**config.mk**
```make
export PLATFORM = sky130hd
export DESIGN_NAME = multicycle_controller
export DESIGN_NICKNAME = d
export VERILOG_FILES = /design/src/rtl/multicycle_controller.sv
export SDC_FILE = /design/constraint.sdc
export NUM_CORES = 1
export LEC_CHECK = 0
export BUFFER_PORTS_ARGS = -buffer_cell sky130_fd_sc_hd__clkbuf_2
export CAP_MARGIN = 10
export CORE_UTILIZATION = 38
export DETAILED_ROUTE_END_ITERATION = 8
export GPL_TIMING_DRIVEN = 1
export PLACE_DENSITY_LB_ADDON = 0.1
export SLEW_MARGIN = 20
export SYNTH_ARGS = -nofsm -noshare
export SYNTH_HDL_FRONTEND = slang
export SYNTH_SLANG_ARGS = --single-unit
```
**constraint.sdc**
```tcl
create_clock -name clk -period 1.6 [get_ports clk]
set_clock_uncertainty 0.05 [all_clocks]
set_input_delay 0.16 -clock clk [delete_from_list [all_inputs] [get_ports clk]]
set_output_delay 0.16 -clock clk [all_outputs]
set_load 0.02 [all_outputs]
```
**src/rtl/multicycle_controller.sv**
```systemverilog
// multicycle_controller: Moore control FSM and ALU decoder for the multicycle MIPS datapath
module multicycle_controller (
  input  logic       clk,
  input  logic       reset,
  input  logic [5:0] op,
  input  logic [5:0] funct,
  input  logic       zero,
  output logic       iord,
  output logic       memwrite,
  output logic       irwrite,
  output logic       regdst,
  output logic       memtoreg,
  output logic       regwrite,
  output logic       alusrca,
  output logic [1:0] alusrcb,
  output logic [1:0] pcsrc,
  output logic       pcen,
  output logic [2:0] alu_control
);
  typedef enum logic [3:0] {
    FETCH, DECODE, MEMADR, MEMRD, MEMWB, MEMWR,
    RTYPEEX, ALUWB, BEQEX, ADDIEX, ADDIWB, JEX
  } state_t;
  localparam logic [5:0] OP_LW = 6'b100011, OP_SW = 6'b101011, OP_R = 6'b000000,
                         OP_BEQ = 6'b000100, OP_ADDI = 6'b001000, OP_J = 6'b000010;
  state_t r_state;
  logic w_pcwrite, w_branch;
  logic [1:0] w_aluop;
  always_ff @(posedge clk) begin
    if (reset) r_state <= FETCH;
    else case (r_state)
      FETCH:   r_state <= DECODE;
      DECODE:  r_state <= (op == OP_LW || op == OP_SW) ? MEMADR :
                          op == OP_R    ? RTYPEEX :
                          op == OP_BEQ  ? BEQEX :
                          op == OP_ADDI ? ADDIEX :
                          op == OP_J    ? JEX : FETCH;
      MEMADR:  r_state <= (op == OP_LW) ? MEMRD : MEMWR;
      MEMRD:   r_state <= MEMWB;
      RTYPEEX: r_state <= ALUWB;
      ADDIEX:  r_state <= ADDIWB;
      default: r_state <= FETCH;
    endcase
  end
  // Reset suppresses every output, so no write enable can fire while it is held
  always_comb begin
    iord = 1'b0;
    memwrite = 1'b0;
    irwrite = 1'b0;
    regdst = 1'b0;
    memtoreg = 1'b0;
    regwrite = 1'b0;
    alusrca = 1'b0;
    alusrcb = 2'b00;
    pcsrc = 2'b00;
    w_pcwrite = 1'b0;
    w_branch = 1'b0;
    w_aluop = 2'b00;
    if (!reset) case (r_state)
      FETCH:   begin irwrite = 1'b1; w_pcwrite = 1'b1; alusrcb = 2'b01; end
      DECODE:  alusrcb = 2'b11;
      MEMADR,
      ADDIEX:  begin alusrca = 1'b1; alusrcb = 2'b10; end
      MEMRD:   iord = 1'b1;
      MEMWB:   begin memtoreg = 1'b1; regwrite = 1'b1; end
      MEMWR:   begin iord = 1'b1; memwrite = 1'b1; end
      RTYPEEX: begin alusrca = 1'b1; w_aluop = 2'b10; end
      ALUWB:   begin regdst = 1'b1; regwrite = 1'b1; end
      ADDIWB:  regwrite = 1'b1;
      BEQEX:   begin alusrca = 1'b1; w_aluop = 2'b01; pcsrc = 2'b01; w_branch = 1'b1; end
      JEX:     begin pcsrc = 2'b10; w_pcwrite = 1'b1; end
      default: ;
    endcase
    pcen = w_pcwrite | (w_branch & zero);
    alu_control = w_aluop == 2'b01 ? 3'b110 :
                  w_aluop != 2'b10 ? 3'b010 :
                  funct == 6'b100010 ? 3'b110 :
                  funct == 6'b100100 ? 3'b000 :
                  funct == 6'b100101 ? 3'b001 :
                  funct == 6'b101010 ? 3'b111 : 3'b010;
  end
endmodule

```
Word-level counts from Yosys, hierarchy flattened. Cells that the tools add are included.

Flip-flop bits (word level): 4. Output and inout bits: 15. Word-level logic and storage cells: 70.

Equality and inequality tests: 22. Muxes and demuxes: 37. Bitwise logic cells: 2. Reduce and logical (&&, ||, !) cells: 8.

Operator list (number): 6-bit == test, second input constant (6); 4-bit case mux with 6 select lines (1); 3-bit two-way mux (7); 4-bit two-way mux (5); 1-bit two-way mux (18); 4-bit by 3-bit == test with 1-bit output, second input constant (4); 4-bit == test, second input constant (4); 4-bit by 2-bit == test with 1-bit output, second input constant (2); 2-bit case mux with 2 select lines (2); 6-bit by 2-bit == test with 1-bit output, second input constant (1); 6-bit by 3-bit == test with 1-bit output, second input constant (1); 6-bit by 4-bit == test with 1-bit output, second input constant (1); 6-bit logical NOT (1); 2-bit two-way mux (3); 2-bit case mux with 3 select lines (1); 2-bit OR reduction (3); 4-bit by 1-bit == test with 1-bit output, second input constant (1); 4-bit logical NOT (1); 4-bit OR reduction (1); 3-bit OR reduction (1); 2-bit by 1-bit == test with 1-bit output, second input constant (1); 2-bit != test, second input constant (1); 1-bit bitwise AND (1); 1-bit logical OR (1); 1-bit bitwise OR (1).

Depth between registers and ports, before layout. Gate-level depths: netlist of the first run.

Depth in word-level cells: 7. Depth in mapped cells: 5.

Least setup slack after synthesis of the first run. OpenSTA, ideal clock, no wires.

Path kind: flip-flop to output port. Start: register r_state[2]. End: output alu_control[2]. Arrival: 1.759 ns. Data required time: 1.390 ns. Setup slack: -0.369 ns. Stages on the path, launching flop included: 5. Buffers on the path: 1. Path through: dfxtp_1 -> clkbuf_1 -> nand2b_1 -> nor4_1 -> o21bai_1.

Word-level cells in the longest chain between the ends: 6. Elaborated cells between the ends (all ways): 8. Those cells by class: eq/ne: 4; mux: 4.

Ends and longest elaborated chain: from (decl) (RTL line 26) `state_t r_state;`; from (signal assigned) (RTL line 33) `DECODE: r_state <= (op == OP_LW || op == OP_SW) ? MEMADR :`; from (signal assigned) (RTL line 38) `MEMADR: r_state <= (op == OP_LW) ? MEMRD : MEMWR;`; 4-bit == test or 4-bit by 3-bit == test with 1-bit output (tied branches) (RTL line 59) `if (!reset) case (r_state)`; 2-bit case mux with 2 select lines * (RTL line 59); 2-bit two-way mux * (RTL line 59); 2-bit != test (RTL line 76) `w_aluop != 2'b10 ? 3'b010 :`; 3-bit two-way mux (RTL line 76); 3-bit two-way mux * (RTL line 75) `alu_control = w_aluop == 2'b01 ? 3'b110 :`; to (decl) (RTL line 18) `output logic [2:0] alu_control`.

Mark *: on every way between the ends. The rest lies on a longest branch, timed or not.

Final worst setup path of the first run.
Start: register r_state[3]. End: output alu_control[1].

Same word-level chain as after synthesis.

==> results of run 1 <==
==> how the worst min path moves through the flow <==
stage | startpoint | to | slack (ns) | cells past startpoint
after detailed placement | op[4] | r_state[3]$_SDFF_PP0_ | 0.43 | 3
after global placement | op[4] | r_state[3]$_SDFF_PP0_ | 0.43 | 3
final | op[4] | r_state[3]$_SDFF_PP0_ | 0.19 | 3
after floorplan | op[4] | r_state[3]$_SDFF_PP0_ | 0.29 | 2
after CTS | op[4] | r_state[3]$_SDFF_PP0_ | 0.18 | 3
after global routing | op[4] | r_state[3]$_SDFF_PP0_ | 0.21 | 3
==> routing by layer <==
layer | wire (µm) | up-vias
met4 | 0 | 0
li1 | - | 370
met5 | 0 | -
met3 | 73 | 0
met1 | 748 | 330
met2 | 1013 | 23
==> worst min-delay path: stages <==
cell,delay [ns]
clkbuf_2,0.09
or3_1,0.10
a21oi_1,0.06
==> what timing repair did <==
| action | CTS | global route |
|---|---|---|
| hold buffers | 0 | 0 |
| pin swaps | 4 | 9 |
| resized for setup | 18 | 32 |
| setup buffers | 5 | 3 |
| setup endpoints to repair | 8 | 15 |
==> placed cells by master (no fill, tap or decap), drive strengths merged, types with 3 or more instances in the layout <==
| cell type | count |
|---|---|
| nand2b | 6 |
| dfxtp | 4 |
| a21oi | 7 |
| clkbuf | 24 |
| nand2 | 4 |
| or3 | 3 |
| nor3 | 5 |
| nor2 | 7 |
| o21ai | 4 |
| buf | 26 |
==> power breakdown <==
group	leakage (nW)	switching [mW]	total (mW)	internal, mW
sequential	0.0343	0.00200	0.106	0.104
clock	0.0138	0.0354	0.119	0.0835
combinational	0.365	0.0748	0.151	0.0759
==> layout make-up <==
class                           count  area share
Timing Repair Buffer               47      0.3719
Tap cell                           14     0.01741
Clock buffer                        3     0.02239
Multi-Input combinational cell     64      0.4963
Inverter                            2    0.007463
Sequential cell                     4     0.08458
==> cells by family after synthesis <==
logic type                count (synthesis)
buffers and inverters                     7
DFF                                       4
AOI/OAI and AO/OA                        20
and+or+nand+nor                          40
xor gates and xnor gates                  3
muxes                                     1
==> per-stage QoR <==
| step | power, mW | worst slack (ns) | util |
|---|---|---|---|
| 4_1_cts | 0.3546 | -0.3887 | 0.7500 |
| 3_3_place_gp | 0.2162 | -0.1322 | 0.6424 |
| 5_1_grt | 0.4023 | -0.4150 | 0.8481 |
| 6_report | 0.3755 | -0.3756 | 0.8481 |
| 2_1_floorplan | 0.1689 | -0.09135 | - |
| 3_5_place_dp | 0.2178 | -0.1554 | 0.6424 |
==> metrics.cfg, run 1 <==
[cts]
path_clk_slew_ns = 0.04
clock_latency_ns = 0.23
htree_num_levels = 1
cts_tree = done
root_buffer = clkbuf_4
cts_sinks = 4
cts_made_buffers = 3
cts.path.max_buffers = 2

[sta]
maxSlewViolCount = 0
fin_hold_ws_ns = 0.1859
period_needed_ns = 1.976
timing.fmax_ghz = 0.5062
timing.final.hold_violations = 0
rsz0062_at_grt = yes
fin_setup_tns_ns = -1.277
post-route-period-util = 1.235
setup_viol = 7
max_slew.worst_pin.slew_ns = 0.4224
setup_ws_ns = -0.3756
relSlewSlack = 0.7178

[critical_path]
critical_path_class = flop to primary output
path_cells = nand2b_4, or2_4, or4b_4, nand2b_4, buf_8
required_ns = 1.39
max_stage_delay_ns = 0.56
ff2ff_path_depth = 6
cp.depth = 5
worstReg2RegStart = r_state[1]$_SDFF_PP0_
crit_path_end_kind = primary output
timing.rr.end = r_state[2]$_SDFF_PP0_
crit_path_start = r_state[3]$_SDFF_PP0_
cpLargestDelayFamily = simple AND/OR/NAND/NOR gates
startpoint_type = flop
path_buf_inv = 1
arrival_ns = 1.77
endpoint = alu_control[1]
critPathSlowestCell = or4b_4
reg2reg_slack_ns = 0.07
crit_path_max_fanout = 3
critical_path.most_common_cell = nand2b_4

[grt]
grt_max_degree = 14
gr-usage-met1 = 0.2759
grt_use_total = 0.2431
antenna_found_initial = 0
grt-ovfl-total = 0
grt-busiest-layer = met2
grt_pass1_wl_um = 2601
grt_pass1_vias = 644
use_met2 = 0.4708
use_met3 = 0.01734

[floorplan]
dieArea_um2 = 1518
start_util = 0.4378
num_rows = 12
io_pins = 30
coreArea_um2 = 1186
die_w_um = 38.97
die_y_um = 38.97

[placement]
dpl.hpwl_um = 1097
port_buffers = 29
dpl.cell_count = 123
place_congestion = 0.7611
dpl_cell_area_um2 = 762.0

[synth]
syn-cell-area_um2 = 519.2
ys_top_cells_by_count = a21oi_1 (7), nor2_1 (7), clkbuf_1 (5), nand2b_1 (5), nor3_1 (5)
synth_cell_type_count = 33
yosys_register_bits = 4
ys_warn_count = 0
synth_xor_area_frac = 0.05060
syn_area_per_cell_um2 = 6.923
postSynthCellCount = 75
syn-num-nets = 90
synth_compound_area_frac = 0.2434
yosysTopAreaCell = dfxtp_1
ys_seq_area_frac = 0.1542
synthFlopType = dfxtp_1
synth_top_family_by_area = simple AND/OR/NAND/NOR gates
synth_mux_area_frac = 0.02169
synth_fa_ha_area_frac = 0
synthSimpleGateAreaFrac = 0.4795
synth_edf_count = 0
synthArstFlopShare = 0
synth_area_leaders = dfxtp_1 (15%), a21oi_1 (6.7%), nand2b_1 (6.0%)
synth_top_area_share = 0.1542

[final_layout]
drive_gt1_frac = 0.6250
regArea_um2 = 85.08
finalNonFillerCells = 134
nets = 137
largest_reg_flops = 4
antenna_cells = 0
design_area_um2 = 1006
top_register = r_state
reg.largest.list = r_state x4
nFillCells = 68
multi_input_area_um2 = 499.2
area_growth_pct = 93.73

[detailed_routing]
first_pass_iters = 2
vias = 723
final_antenna_net_count = 0
drcViolationCount = 0
via_per_inst = 5.396
first_iter_violations = 11
wl_per_cell_um = 13.69
wl_um = 1835

[worst_hold_path]
worstHoldPathType = primary input to flop

[outcome]
status = finished, violations left
violations = setup timing

[flow_run]
maxCapViolCount = 0

[power_and_ir_drop]
ir_worst_vdd_mv = 0.4268
power_leakage_nw = 0.4128
power_density_nw_per_um2 = 373.3

No activity file was read; power rests on OpenSTA's default activity.
==> run 2, diff against run 1 <==
- CORE_MARGIN: unset -> 10
==> run 2 against run 1 <==
The run still ends with setup timing left. Combinational power about the same. Fmax shrank 0.52%. Utilization shrank 5.4 points. Routed wire length up 17%. Die area up 110%. Global-route usage decreased by 12 points. Via count up 4.1%. First-iteration DRC count down 36%. Clock power rose by 8%. Sequential share of layout area is 0.35 points lower. Clock-buffer cell count unchanged. Flip-flop and latch count is the same. Largest power group unchanged.
==> metrics.cfg, run 2 (synthesized netlist as in run 1, its figures left out) <==
[outcome]
status = finished, violations left
violations = setup timing

[detailed_routing]
wl_per_cell_um = 15.69  ; +15%
first_pass_iters = 4  ; +2
final_antenna_net_count = 0  ; unchanged
first_iter_violations = 7  ; -4
drcViolationCount = 0  ; unchanged
wl_um = 2149  ; +17%
vias = 753  ; +4.1%
via_per_inst = 5.496  ; +1.9%

[critical_path]
crit_path_end_kind = primary output
startpoint_type = flop
crit_path_max_fanout = 3  ; unchanged
critical_path_class = flop to primary output
required_ns = 1.39  ; about the same
arrival_ns = 1.78  ; about the same

[placement]
pre_cts_ws_ns = -0.1590  ; -0.003583 ns
dpl.cell_count = 126  ; +2.4%
place_congestion = 0.8435  ; +11%
dpl.hpwl_um = 1465  ; +34%
port_buffers = 29  ; unchanged

[grt]
gr-usage-met1 = 0.1211  ; -0.1547
grt-busiest-layer = met2
grt_use_total = 0.1235  ; -0.1196
grt-ovfl-total = 0  ; unchanged
use_met3 = 0.05752  ; +0.04018
grt_pass1_vias = 714  ; +11%
grt_pass1_wl_um = 3312  ; +27%
grt_max_degree = 14  ; unchanged
antenna_found_initial = 0  ; unchanged
use_met2 = 0.2186  ; -0.2522

[cts]
root_buffer = clkbuf_4
cts_sinks = 4  ; unchanged
path_clk_slew_ns = 0.03  ; about the same
cts.path.max_buffers = 2  ; unchanged
cts_made_buffers = 3  ; unchanged
cts_tree = done
clock_latency_ns = 0.24  ; about the same
htree_num_levels = 1  ; unchanged

[worst_hold_path]
worstHoldPathType = primary input to flop

[final_layout]
reg.largest.list = r_state x4
area_growth_pct = 99.04
drive_gt1_frac = 0.6475  ; +0.02254
antenna_cells = 0  ; unchanged
largest_reg_flops = 4  ; unchanged
nets = 139  ; +1.5%
final_cell_mix = buf_4 (19), clkbuf_2 (16), a21oi_1 (6)
layout_commonest_cell = buf_4
top_register = r_state
finalNonFillerCells = 137  ; +2.2%

[floorplan]
coreArea_um2 = 1301  ; +9.7%
die_y_um = 56.97  ; +46%
dieArea_um2 = 3245  ; +110%
die_w_um = 56.97  ; +46%
num_rows = 13  ; +1
io_pins = 30  ; unchanged
start_util = 0.3990  ; -0.03873

[sta]
fin_setup_tns_ns = -1.673  ; -0.3957 ns
fin_hold_ws_ns = 0.1834  ; -0.002539 ns
setup_ws_ns = -0.3860  ; -0.01039 ns
rsz0062_at_grt = yes
max_slew.worst_pin.slew_ns = 0.5213  ; +0.09894 ns
period_needed_ns = 1.986  ; +0.01039 ns
timing.final.hold_violations = 0  ; unchanged
post-route-period-util = 1.241  ; +0.006496
relSlewSlack = 0.6517  ; -0.06610
setup_viol = 8  ; +1
maxSlewViolCount = 0  ; unchanged
timing.fmax_ghz = 0.5035  ; -0.52%

[power_and_ir_drop]
swShare = 0.3222  ; +0.02364
ir_worst_vdd_mv = 0.4398  ; +3.1%
pwr-share-comb = 0.389  ; -0.012
power_density_nw_per_um2 = 370.9  ; -0.63%
p_clk_frac = 0.335  ; +0.018
switchingPower_mw = 0.1235  ; +10%
internal_power_mw = 0.2598  ; -1.4%
power_leakage_nw = 0.4335  ; +5.0%
pwr-share-seq = 0.276  ; -0.006

[flow_run]
maxCapViolCount = 0  ; unchanged

-- run 2: worst max-delay path, cell delays in order, from the launching register on --
cell,delay (ns)
dfxtp_2,0.31
nand2b_4,0.13
or2_4,0.23
or4b_4,0.54
o21bai_2,0.17
clkbuf_8,0.16
-- run 2: per-stage QoR --
stage / utilization / total power, mW / instance area [µm²]
finish: 0.7942 / 0.3834 / 1033
global route: 0.7942 / 0.4092 / 1033
CTS: 0.6933 / 0.3687 / 902.1
detailed placement: 0.5981 / 0.2236 / 778.2
global placement: 0.5981 / 0.2209 / 778.2
floorplan: - / 0.1689 / 543.0
-- run 2: timing repair --
item	4_1_cts	5_1_grt
setup buffers	1	7
pin swaps	4	8
cloned	0	0
gates resized for setup	25	29
hold buffers	0	0
setup endpoints to repair	9	14
-- run 2: worst paths after layout --
check	start	to	slack (ns)	cells after the start
setup / recovery	r_state[3]$_SDFF_PP0_	alu_control[2]	-0.39	5
hold / removal	op[4]	r_state[3]$_SDFF_PP0_	0.18	3
setup reg to reg	r_state[2]$_SDFF_PP0_	r_state[2]$_SDFF_PP0_	0.06	6
hold reg to reg	r_state[1]$_SDFF_PP0_	r_state[2]$_SDFF_PP0_	0.63	4
-- run 2: final cells by class --
type                            count  area (µm²)
Timing Repair Buffer               49       385.4
Sequential cell                     4       83.83
Clock buffer                        3       22.52
Multi-Input combinational cell     64       515.5
Inverter                            2       7.507
Fill cell                          80       267.8
Tap cell                           15       18.77
-- run 2: power groups by stage --
stage | Clock (mW) | Combinational, mW | Sequential, mW
finish | 0.129 | 0.149 | 0.106
floorplan | 0 | 0.0616 | 0.107
CTS | 0.134 | 0.129 | 0.106
global placement | 0 | 0.114 | 0.107
global route | 0.141 | 0.162 | 0.106
detailed placement | 0 | 0.117 | 0.107
-- run 2: routing by layer --
layer / up-vias / share of wire
met3: 2 / 0.085
li1: 370 / -
met2: 31 / 0.54
met1: 350 / 0.37
met5: - / 0
met4: 0 / 0.0079
==> run 3, diff against run 2 <==
- GPL_TIMING_DRIVEN: 1 -> 0
==> run 3 against run 2 <==
The flow still finishes with violations (setup timing). Routed wire length increased by 5.2%. Cell count shrank 2.2%. Sequential share of layout area is 0.25 points higher. Worst hold slack lost 0.018 ns. Critical endpoint is now irwrite. Largest cell class unchanged. Largest power group unchanged.
==> metrics.cfg, run 3 (synthesized netlist as in run 1, its figures left out) <==
[outcome]
status = finished, violations left
violations = setup timing

[cts]
path_clk_slew_ns = 0.03  ; about the same
cts.path.max_buffers = 2  ; unchanged
cts_tree = done
clock_latency_ns = 0.24  ; about the same
root_buffer = clkbuf_4
ctsHoldBuffers = 0  ; unchanged
cts_sinks = 4  ; unchanged
cts_made_buffers = 3  ; unchanged
htree_num_levels = 1  ; unchanged

[floorplan]
die_w_um = 56.97  ; unchanged
coreArea_um2 = 1301  ; unchanged
io_pins = 30  ; unchanged
num_rows = 13  ; unchanged
dieArea_um2 = 3245  ; unchanged
start_util = 0.3990  ; unchanged
die_y_um = 56.97  ; unchanged

[grt]
antenna_found_initial = 0  ; unchanged
grt_max_degree = 11  ; -3
grt_pass1_vias = 671  ; -6.0%
grt_pass1_wl_um = 2953  ; -11%
grt-ovfl-total = 0  ; unchanged
grt_use_total = 0.1037  ; -0.01985

[final_layout]
final_cell_mix = buf_4 (18), clkbuf_2 (15), a21oi_1 (7)
nets = 136  ; -2.2%
nFillCells = 63  ; -21%
antenna_cells = 0  ; unchanged
area_growth_pct = 104.6
regArea_um2 = 88.84  ; +6.0%
reg.largest.list = r_state x4
finalNonFillerCells = 134  ; -2.2%
layout_commonest_cell = buf_4
top_register = r_state
multi_input_area_um2 = 548.0  ; +6.3%
drive_gt1_frac = 0.6134  ; -0.03410
largest_reg_flops = 4  ; unchanged

[critical_path]
arrival_ns = 1.81  ; +0.03 ns
crit_path_end_kind = primary output
cpLargestDelayFamily = simple AND/OR/NAND/NOR gates
max_stage_delay_ns = 0.53  ; about the same
required_ns = 1.39  ; about the same
path_buf_inv = 4  ; +3
critPathSlowestCell = or4_1
path_cells = buf_4, buf_6, buf_8, or4_1, nor2_1, buf_4
crit_path_max_fanout = 4  ; +1
critical_path_class = flop to primary output
startpoint_type = flop
critical_path.most_common_cell = buf_4

[sta]
setup_ws_ns = -0.4245  ; -0.03848 ns
setup_viol = 12  ; +4
period_needed_ns = 2.024  ; +0.03848 ns
timing.fmax_ghz = 0.4940  ; -1.9%
max_slew.worst_pin.slew_ns = 0.7011  ; +0.1798 ns
timing.final.hold_violations = 0  ; unchanged
post-route-period-util = 1.265  ; +0.02405
fin_setup_tns_ns = -2.464  ; -0.7913 ns
rsz0062_at_grt = yes
fin_hold_ws_ns = 0.1656  ; -0.01772 ns
maxSlewViolCount = 0  ; unchanged
relSlewSlack = 0.5326  ; -0.1191

[detailed_routing]
wl_per_cell_um = 16.87  ; +7.6%
via_per_inst = 5.530  ; +0.61%
final_antenna_net_count = 0  ; unchanged
vias = 741  ; -1.6%
wl_um = 2261  ; +5.2%
drcViolationCount = 0  ; unchanged
first_iter_violations = 13  ; +6
first_pass_iters = 4  ; unchanged

[placement]
place_congestion = 0.8173  ; -3.1%
dpl.hpwl_um = 1349  ; -7.9%
dpl.cell_count = 119  ; -5.6%
pre_cts_ws_ns = -0.2413  ; -0.08229 ns
port_buffers = 29  ; unchanged

[worst_hold_path]
worstHoldPathType = primary input to flop

[power_and_ir_drop]
power_leakage_nw = 0.4199  ; -3.1%
internal_power_mw = 0.2469  ; -5.0%
pwr-share-comb = 0.376  ; -0.013
ir_worst_vdd_mv = 0.3511  ; -20%
swShare = 0.3264  ; +0.004193
fin_total_pwr_mw = 0.3665  ; -4.4%
p_clk_frac = 0.339  ; +0.004
switchingPower_mw = 0.1196  ; -3.1%
pwr-share-seq = 0.284  ; +0.008
power_density_nw_per_um2 = 345.1  ; -7.0%

[flow_run]
maxCapViolCount = 0  ; unchanged

-- run 3: changes by cell type in the layout (fill, tap and decap cells not counted), moves of 2 or more --
cell	before	now
buf_2	3	0
buf_8	2	6
dfxtp_2	3	1
dfxtp_4	0	2
nor3_1	2	4
nor3_2	2	0
-- run 3: timing repair --
| item | CTS | global route |
|---|---|---|
| gates cloned | 0 | 0 |
| endpoints found under the hold margin | 0 | 0 |
| endpoints found under the setup margin | 12 | 15 |
| pin swaps | 6 | 11 |
| setup buffers | 5 | 7 |
| resized for setup | 35 | 41 |
-- run 3: per-stage QoR --
stage / util / instance area [µm²]
after floorplan: - / 543.0
after global placement: 0.5433 / 706.9
after detailed placement: 0.5433 / 706.9
after CTS: 0.6827 / 888.4
final: 0.8163 / 1062
after global routing: 0.8163 / 1062
-- run 3: layout make-up --
cell class              instances  share of cell area
flip-flops and latches          4             0.08363
repair buffers                 41              0.3086
well taps                      15             0.01767
clock buffers                   3             0.02120
plain buffers                   5             0.04594
multi-input cells              64              0.5159
inverters                       2            0.007067
-- run 3: path summary, 6_finish.rpt --
check	startpoint	to	slack, ns	cells after the start
setup / recovery	r_state[3]$_SDFF_PP0_	irwrite	-0.42	6
hold / removal	op[4]	r_state[3]$_SDFF_PP0_	0.17	3
setup reg to reg	r_state[2]$_SDFF_PP0_	r_state[2]$_SDFF_PP0_	0.02	5
hold reg to reg	r_state[1]$_SDFF_PP0_	r_state[2]$_SDFF_PP0_	0.57	4
-- run 3: per-layer routing --
layer  up-vias  wire length [µm]  global-route usage  part of all wire
li1        367                 -                   -                 -
met2        37              1165              0.1845              0.52
met1       335               908              0.1150              0.40
met5         -                 0                   0                 0
met3         2               165             0.03761             0.073
met4         0                21             0.02013            0.0093
-- run 3: worst min-delay path, cell delays in order --
cell	delay [ns]
clkbuf_2	0.09
or3_1	0.10
a21oi_1	0.05
-- run 3: power by group through the flow --
stage	Sequential [mW]	Combinational, mW	Clock [mW]
6_report	0.104	0.138	0.124
5_1_grt	0.105	0.149	0.133
4_1_cts	0.103	0.114	0.126
3_5_place_dp	0.108	0.103	0
3_3_place_gp	0.108	0.101	0
2_1_floorplan	0.107	0.0616	0
